[src/rtl/serial_frame_rx_pkg.sv]
// Shared definitions for the serial frame receiver: FSM encoding and the
// idle levels the transmitter lines rest at.
package serial_frame_rx_pkg;

    typedef enum logic [1:0] {
        IDLE  = 2'd0,
        SHIFT = 2'd1,
        LATCH = 2'd2
    } state_t;

    localparam logic SCLK_IDLE = 1'b0;
    localparam logic SDO_IDLE  = 1'b0;
    localparam logic PEN_IDLE  = 1'b1;
    localparam logic CLR_IDLE  = 1'b1;

endpackage

[src/rtl/serial_frame_rx_sync_edge.sv]
// Multi-flop synchroniser for one asynchronous line, with rise/fall strobes
// taken between the last synchroniser stage and one extra registered copy.
module serial_frame_rx_sync_edge #(
    parameter int   STAGES = 2,
    parameter logic IDLE   = 1'b0
) (
    input  logic clk,
    input  logic rst,
    input  logic d,
    output logic q,
    output logic rise,
    output logic fall
);

    logic [STAGES-1:0] sync;
    logic              prev;

    always_ff @(posedge clk or posedge rst) begin
        if (rst) begin
            sync <= {STAGES{IDLE}};
            prev <= IDLE;
        end else begin
            sync <= {sync[STAGES-2:0], d};
            prev <= sync[STAGES-1];
        end
    end

    assign q    = sync[STAGES-1];
    assign rise = q & ~prev;
    assign fall = ~q & prev;

endmodule

[src/rtl/serial_frame_rx.sv]
// Deserialises one {sclk, sdo, pen, clr} frame into a parallel word, flagging
// short, overrun and stalled frames with a one-cycle frame_err pulse.
module serial_frame_rx
    import serial_frame_rx_pkg::*;
#(
    parameter int WIDTH       = 16,
    parameter int SYNC_STAGES = 2,
    parameter int TIMEOUT     = 1024,
    parameter int INVERT      = 0
) (
    input  logic             clk,
    input  logic             rst,
    input  logic             sclk,
    input  logic             sdo,
    input  logic             pen,
    input  logic             clr,
    output logic [WIDTH-1:0] pdata,
    output logic             valid,
    output logic             frame_err,
    output logic             busy,
    output logic [6:0]       bit_cnt
);

    localparam int             TW       = ($clog2(TIMEOUT) < 1) ? 1 : $clog2(TIMEOUT);
    localparam logic [TW-1:0]  TMO_LAST = TW'(TIMEOUT - 1);
    localparam logic [6:0]     CNT_MAX  = 7'(WIDTH + 1);

    logic sclk_lvl_unused, sclk_rise, sclk_fall_unused;
    logic sdo_s, sdo_rise_unused, sdo_fall_unused;
    logic pen_s, pen_rise, pen_fall_unused;
    logic clr_s, clr_rise_unused, clr_fall_unused;

    serial_frame_rx_sync_edge #(.STAGES(SYNC_STAGES), .IDLE(SCLK_IDLE)) u_sync_sclk (
        .clk(clk), .rst(rst), .d(sclk),
        .q(sclk_lvl_unused), .rise(sclk_rise), .fall(sclk_fall_unused)
    );
    serial_frame_rx_sync_edge #(.STAGES(SYNC_STAGES), .IDLE(SDO_IDLE)) u_sync_sdo (
        .clk(clk), .rst(rst), .d(sdo),
        .q(sdo_s), .rise(sdo_rise_unused), .fall(sdo_fall_unused)
    );
    serial_frame_rx_sync_edge #(.STAGES(SYNC_STAGES), .IDLE(PEN_IDLE)) u_sync_pen (
        .clk(clk), .rst(rst), .d(pen),
        .q(pen_s), .rise(pen_rise), .fall(pen_fall_unused)
    );
    serial_frame_rx_sync_edge #(.STAGES(SYNC_STAGES), .IDLE(CLR_IDLE)) u_sync_clr (
        .clk(clk), .rst(rst), .d(clr),
        .q(clr_s), .rise(clr_rise_unused), .fall(clr_fall_unused)
    );

    state_t            state;
    logic [WIDTH-1:0]  shift_reg;
    logic [TW-1:0]     tmo_cnt;
    logic              shift_en;
    logic [WIDTH-1:0]  shifted;
    logic [6:0]        cnt_inc;

    // A bit arriving in the same sample as the pen rise still belongs to the frame.
    assign shift_en = sclk_rise && (!pen_s || pen_rise);
    assign shifted  = {shift_reg[WIDTH-2:0], sdo_s};
    assign cnt_inc  = (bit_cnt == CNT_MAX) ? bit_cnt : bit_cnt + 7'd1;

    always_ff @(posedge clk or posedge rst) begin
        if (rst) begin
            state     <= IDLE;
            shift_reg <= '0;
            pdata     <= '0;
            valid     <= 1'b0;
            frame_err <= 1'b0;
            busy      <= 1'b0;
            bit_cnt   <= '0;
            tmo_cnt   <= '0;
        end else begin
            valid     <= 1'b0;
            frame_err <= 1'b0;
            if (!clr_s) begin
                state     <= IDLE;
                shift_reg <= '0;
                pdata     <= '0;
                busy      <= 1'b0;
                bit_cnt   <= '0;
                tmo_cnt   <= '0;
            end else begin
                case (state)
                    IDLE: begin
                        tmo_cnt <= '0;
                        if (sclk_rise && !pen_s) begin
                            shift_reg <= shifted;
                            bit_cnt   <= cnt_inc;
                            busy      <= 1'b1;
                            state     <= SHIFT;
                        end
                    end
                    SHIFT: begin
                        if (shift_en) begin
                            shift_reg <= shifted;
                            bit_cnt   <= cnt_inc;
                        end
                        if (pen_rise) begin
                            busy    <= 1'b0;
                            tmo_cnt <= '0;
                            state   <= LATCH;
                        end else if (sclk_rise) begin
                            tmo_cnt <= '0;
                        end else if (tmo_cnt == TMO_LAST) begin
                            frame_err <= 1'b1;
                            bit_cnt   <= '0;
                            busy      <= 1'b0;
                            tmo_cnt   <= '0;
                            state     <= IDLE;
                        end else begin
                            tmo_cnt <= tmo_cnt + TW'(1);
                        end
                    end
                    LATCH: begin
                        if (bit_cnt == 7'(WIDTH)) begin
                            pdata <= (INVERT != 0) ? ~shift_reg : shift_reg;
                            valid <= 1'b1;
                        end else begin
                            frame_err <= 1'b1;
                        end
                        bit_cnt <= '0;
                        state   <= IDLE;
                    end
                    default: begin
                        busy  <= 1'b0;
                        state <= IDLE;
                    end
                endcase
            end
        end
    end

endmodule

[config.mk]
export PLATFORM = sky130hd
export DESIGN_NAME = serial_frame_rx
export DESIGN_NICKNAME = d
export VERILOG_FILES = /design/src/rtl/serial_frame_rx_pkg.sv /design/src/rtl/serial_frame_rx_sync_edge.sv /design/src/rtl/serial_frame_rx.sv
export SDC_FILE = /design/constraint.sdc
export NUM_CORES = 1
export LEC_CHECK = 0
export ABC_AREA = 1
export CAP_MARGIN = 20
export CORE_ASPECT_RATIO = 0.6
export CORE_MARGIN = 4
export CORE_UTILIZATION = 51
export CTS_CLUSTER_DIAMETER = 40
export DETAILED_ROUTE_END_ITERATION = 16
export HOLD_SLACK_MARGIN = 0.1
export PLACE_DENSITY = 0.85
export SLEW_MARGIN = 20
export SYNTH_ARGS = -nofsm -noshare
export SYNTH_HDL_FRONTEND = slang
export SYNTH_SLANG_ARGS = --single-unit
[constraint.sdc]
create_clock -name clk -period 2 [get_ports clk]
set_input_delay 0.4 -clock clk [delete_from_list [all_inputs] [get_ports clk]]
set_output_delay 0.4 -clock clk [all_outputs]
set_load 0.05 [all_outputs]
* After elaboration in Yosys (flattened, before gate mapping)
Index checks and enable logic that the tools add are counted.
** Word-level totals
- Register bits :: 64
- Bits in latches :: 0
- RAM bits :: 0
- ROM bits :: 0
- Input bits :: 6
- Output and inout port bits :: 26
- Memories :: 0
** Cells by class
- $add $sub $neg :: 2
- Multipliers :: 0
- Div/mod/pow operators :: 0
- Order comparisons :: 0
- Equality and inequality tests :: 14
- Shift operators :: 0
- Mux-type cells :: 41
- Bitwise operators :: 4
- Reductions and logical operators :: 10
** Operators with widths (count)
- $mux 16 :: 6
- $mux 7 :: 7
- $mux 10 :: 4
- $pmux 16 s2 :: 1
- $pmux 7 s3 :: 1
- $pmux 10 s2 :: 1
- $eq 7x5->1 const B :: 2
- $mux 1 :: 13
- $ne 4x4->1 const B :: 3
- $add 10x1->10 const B :: 1
- $eq 10x10->1 const B :: 1
- $mux 2 :: 5
- $ne 3x3->1 const B :: 3
- $add 7x1->7 const B :: 1
- $ne 2x2->1 const B :: 3
- $reduce_and 3->1 :: 2
- $pmux 2 s2 :: 1
- $reduce_and 2->1 :: 2
- $reduce_and 4->1 :: 1
- $pmux 1 s3 :: 1
- $and 1x1->1 :: 2
- $eq 2x1->1 const B :: 1
- $eq 2x2->1 const B :: 1
- $logic_and 1x1->1 :: 2
- other kinds (5) :: 6

* Logic depth before layout (Yosys ltp)
- Depth in word-level cells :: 10
- Depth in mapped cells :: 11

* Hierarchy
A second synthesis with hierarchy kept.
** Unflattened totals
- Cells, all modules :: 372
- Area, all modules :: 3265.6 um2
** By module, submodules not included
- serial_frame_rx :: instances 1, cells each 340, area an instance 2882.8 um2
- serial_frame_rx_sync_edge (u_sync_clr ...) :: instances 2, cells each 8, area an instance 97.6 um2
- serial_frame_rx_sync_edge (u_sync_sclk ...) :: instances 2, cells each 8, area an instance 93.8 um2

* Worst setup path before layout
No wires, ideal clock.
- Path type :: register to register
- Start point :: register bit_cnt[0]
- End point :: register bit_cnt[6]
- Library setup time :: 0.118 ns
- Arrival time :: 1.542 ns
- Data required time :: 1.882 ns
- Slack :: 0.340 ns
- Cell stages (with the launch flop) :: 8
- Cells stage by stage :: dfrtp_1 ha_1 nand3_1 nor2_1 xor2_1 a21oi_1 nand3_1 nand2_1
** On the way
- Longest elaborated chain between the ends :: 8
- Elaborated cells on any way between the ends :: 10
- Those cells by class :: add/sub: 1; eq/ne: 1; mux: 8
** RTL lines
- from (decl) :: line serial_frame_rx.sv:21 : output logic [6:0] bit_cnt
- from (signal assigned) :: line serial_frame_rx.sv:88 : bit_cnt <= cnt_inc;
- from (signal assigned) :: line serial_frame_rx.sv:96 : bit_cnt <= cnt_inc;
- $add 7x1->7 or $eq 7x5->1 (tied branches) :: line serial_frame_rx.sv:60 : assign cnt_inc = (bit_cnt == CNT_MAX) ? bit_cnt : bit_cnt + 7'd1;
- $mux 7 (*) :: line serial_frame_rx.sv:60
- $mux 7 :: line serial_frame_rx.sv:94 : if (shift_en) begin
- $mux 7 :: line serial_frame_rx.sv:104 : end else if (tmo_cnt == TMO_LAST) begin
- $mux 7 :: line serial_frame_rx.sv:102 : end else if (sclk_rise) begin
- $mux 7 :: line serial_frame_rx.sv:98 : if (pen_rise) begin
- $pmux 7 s3 (*) :: line serial_frame_rx.sv:83 : case (state)
- $mux 7 (*) :: line serial_frame_rx.sv:75 : if (!clr_s) begin
Mark *: on every way between the ends. The rest lies on a longest branch, timed or not. The select of a mux whose other input is x is not followed.
A chain may end at the register's enable or synchronous reset.

* Worst setup path in the final report
- Start point :: register pdata[10]
- End point :: output pdata[10]
** RTL lines
- from (decl) :: line serial_frame_rx.sv:17 : output logic [WIDTH-1:0] pdata,
- from (signal assigned) :: line serial_frame_rx.sv:116 : pdata <= (INVERT != 0) ? ~shift_reg : shift_reg;
No word-level cell between the ends.

==> flow_metrics.py <==
metrics = {
    "setup_path": {
        "required_ns": 1.60,
        "endpoint": "pdata[10]",
        "startpoint": "pdata[10]",
        "cp_slowest_stage_delay_ns": 0.81,
        "reg2regPathDepth": 10,
        "cp_num_buf_inv": 1,
        "crit_path_start_kind": "register",
        "crit_type": "register to primary output",
        "slowest_stage": "clkdlybuf4s50_1",
        "worst-path-stages": 1,
        "critical-path-top-delay-family": "buffers and inverters",
        "reg2reg_slack_ns": 0.22,
        "r2r-start": "state[1]",
        "arrival_ns": 1.52,
        "r2r_end": "shift_reg[11]",
        "worst_setup_path_end_kind": "primary output",
        "cp_cell_sequence": "clkdlybuf4s50_1",
        "cp_max_fo": 2,
    },
    "layout": {
        "drive_above_1_share_pct": 14.6,
        "utilization_pct": 63.7,
        "syn_to_final_growth_pct": 19.5,
        "stdcell_count": 457,
        "final.fill_count": 461,
        "diodes": 0,
        "finalNetCount": 386,
    },
    "drt": {
        "drt_iter0_markers": 225,
        "vias_per_cell": 5.28,
        "ant_nets": 0,
        "drtPass1Iterations": 5,
        "drc": 0,
        "dr_total_vias": 2412,
        "wl_um": 6240,
        "wl_per_cell_um": 13.7,
    },
    "synth": {
        "ys.flop_type": "dfrtp_1",
        "syn_inst": 334,
        "avgSynthCellArea_um2": 8.97,
        "yosys_warnings": 0,
        "ys_seq_area_share_pct": 53.7,
        "ys_ff_latch": 64,
        "synth-edff-count": 0,
        "synth_cell_type_count": 33,
        "synth_nets": 348,
        "synth_area_um2": 3000,
        "async_flop_share_pct": 100,
    },
    "clock_tree": {
        "postCtsHoldBufs": 0,
        "cts_max_path_buffers": 2,
        "cts-htree-levels": 3,
        "clk_latency_ns": 0.34,
        "cts_resized": 3,
        "clock-sinks": 64,
        "cts_tree": "built",
        "cts.reportedPaths.clkPinSlew_ns": 0.08,
        "cts_setup_buffers": 0,
        "numCtsBuffers": 9,
        "root_buffer": "clkbuf_8",
    },
    "timing": {
        "slew_headroom_pct": 63.1,
        "fin_skew_ns": 0.0119,
        "rsz0062_at_grt": "false",
        "setup_ws_ns": 0.0822,
        "clock.fmax_ghz": 0.521,
        "finalMaxSlewViolations": 0,
        "hold_viol": 0,
        "final.setup.tns_ns": 0,
        "fin_crit_sh_pct": 95.9,
        "worstMarginPinSlew_ns": 0.551,
        "fin_crit_ns": 1.92,
        "setup_viol": 0,
    },
    "floorplanning": {
        "num_rows": 21,
        "die_area_um2": 7210,
        "fp.dieW_um": 107,
        "io_pins": 32,
        "die_y_um": 67.4,
        "core_area_um2": 5620,
        "start_util_pct": 53.3,
    },
    "placed_design": {
        "post-dp-hpwl_um": 4470,
        "place_congestion": 0.881,
        "place_ws_ns": 0.244,
        "place_inst": 441,
        "port_buffers": 31,
    },
    "hold_path": {
        "hp-class": "register to register",
    },
    "pwr": {
        "p_sw_mw": 1.71,
        "power_mw": 4.34,
        "pwr_density_cell_nw_per_um2": 1210,
        "ir_worst_vdd_mv": 0.769,
        "seqPwrFrac_pct": 40.2,
        "leakage_nw": 1.72,
        "internal_power_mw": 2.63,
        "power_frac_clock_pct": 25.2,
        "switching_share_pct": 39.4,
        "combPwrFrac_pct": 34.6,
    },
    "grt": {
        "grt-ovfl-total": 0,
        "antenna_found_initial": 0,
        "grt_max_degree": 65,
        "grt_pass1_wl_um": 10500,
        "first_global_vias": 2203,
        "grt_usage_pct": 19.2,
    },
    "run": {
        "cap_violations": 0,
    },
    "outcome": {
        "status": "finished, final reports clean",
    },
}
==> routing by layer <==
metal  track usage, %  vias to the layer above  wire, um
li1                 -                     1167         -
met5                0                        -         0
met1             27.3                     1148      3050
met4             9.25                        0       125
met2             27.7                       83      2680
met3             4.87                       14       389
==> worst min-delay path by stage <==
stage	start	end	slack [ns]	depth (start not counted)
after floorplan	u_sync_sclk.sync[0]	u_sync_sclk.sync[1]	0.33	0
after global placement	u_sync_sclk.sync[0]	u_sync_sclk.sync[1]	0.33	0
after detailed placement	u_sync_sdo.sync[0]	u_sync_sdo.sync[1]	0.34	0
after CTS	u_sync_sdo.sync[0]	u_sync_sdo.sync[1]	0.35	0
after global routing	u_sync_sdo.sync[0]	u_sync_sdo.sync[1]	0.36	0
final	u_sync_sdo.sync[0]	u_sync_sdo.sync[1]	0.35	0
==> stage by stage <==
step	hold WS [ns]	area (um2)
final	0.349	3580
after global placement	0.333	3380
after detailed placement	0.339	3380
after CTS	0.354	3580
after floorplan	0.331	3000
after global routing	0.356	3580
==> power by group through the flow <==
stage	Clock, mW	Sequential (mW)	Combinational (mW)
floorplan	0	1.94	0.911
global placement	0	1.75	1.45
detailed placement	0	1.76	1.51
CTS	1.12	1.74	1.50
global route	1.18	1.77	1.67
finish	1.09	1.74	1.50
==> worst reg2reg max path, stage by stage (launching register included) <==
cell     delay, ns
dfrtp_1       0.40
inv_1         0.13
ha_1          0.23
nor2_1        0.07
nand2_1       0.12
inv_1         0.08
a21oi_2       0.12
nand2_2       0.15
buf_12        0.20
a21oi_1       0.14
a21oi_1       0.06
==> final cells by class <==
| cell class | count | area, um2 | area share (%) |
|---|---|---|---|
| clock inverter | 5 | 57.6 | 1.61 |
| multi-input combinational | 218 | 1150 | 32.1 |
| tap | 80 | 100 | 2.80 |
| inverter | 42 | 158 | 4.40 |
| sequential | 64 | 1610 | 44.9 |
| clock buffer | 11 | 141 | 3.95 |
| timing repair buffer | 37 | 367 | 10.2 |
==> Yosys cell counts, types with 2 or more instances <==
master	number	area, um2
nand3_1	37	185
buf_1	2	7.51
inv_1	38	143
o21ai_1	16	80.1
a21oi_2	2	17.5
buf_4	2	15.0
xor2_1	5	43.8
ha_1	8	100
and3_1	2	12.5
dfstp_2	5	131
nand2_1	66	248
inv_2	4	15.0
nor3_1	2	10.0
buf_6	5	56.3
a21oi_1	27	135
o21ai_0	10	50.1
nor2_1	17	63.8
nor2_2	4	25.0
nand2_2	5	31.3
nand4_1	2	12.5
o21ai_2	4	35.0
nand3_2	2	20.0
dfrtp_1	59	1480
==> cells in the final DEF, fill, tap and decap left out, types with 8 or more instances in the layout <==
| master | n |
|---|---|
| clkdlybuf4s50_1 | 24 |
| buf_4 | 8 |
| clkbuf_8 | 10 |
| nor2_1 | 17 |
| nand2_1 | 66 |
| o21ai_0 | 10 |
| dfrtp_1 | 59 |
| o21ai_1 | 16 |
| nand3_1 | 37 |
| ha_1 | 8 |
| inv_1 | 37 |
| a21oi_1 | 27 |
==> kinds of logic (layout without fill, tap and decap cells) <==
logic type,after synthesis,in the layout,share of synthesized area [%]
fa+ha+maj,8,8,3.34
simple gates,141,141,21.5
flops,64,64,53.7
buf+inv,52,95,8.02
compound gates,63,63,11.8
xor+xnor,6,6,1.75
Power figures use the tool's default switching activity.
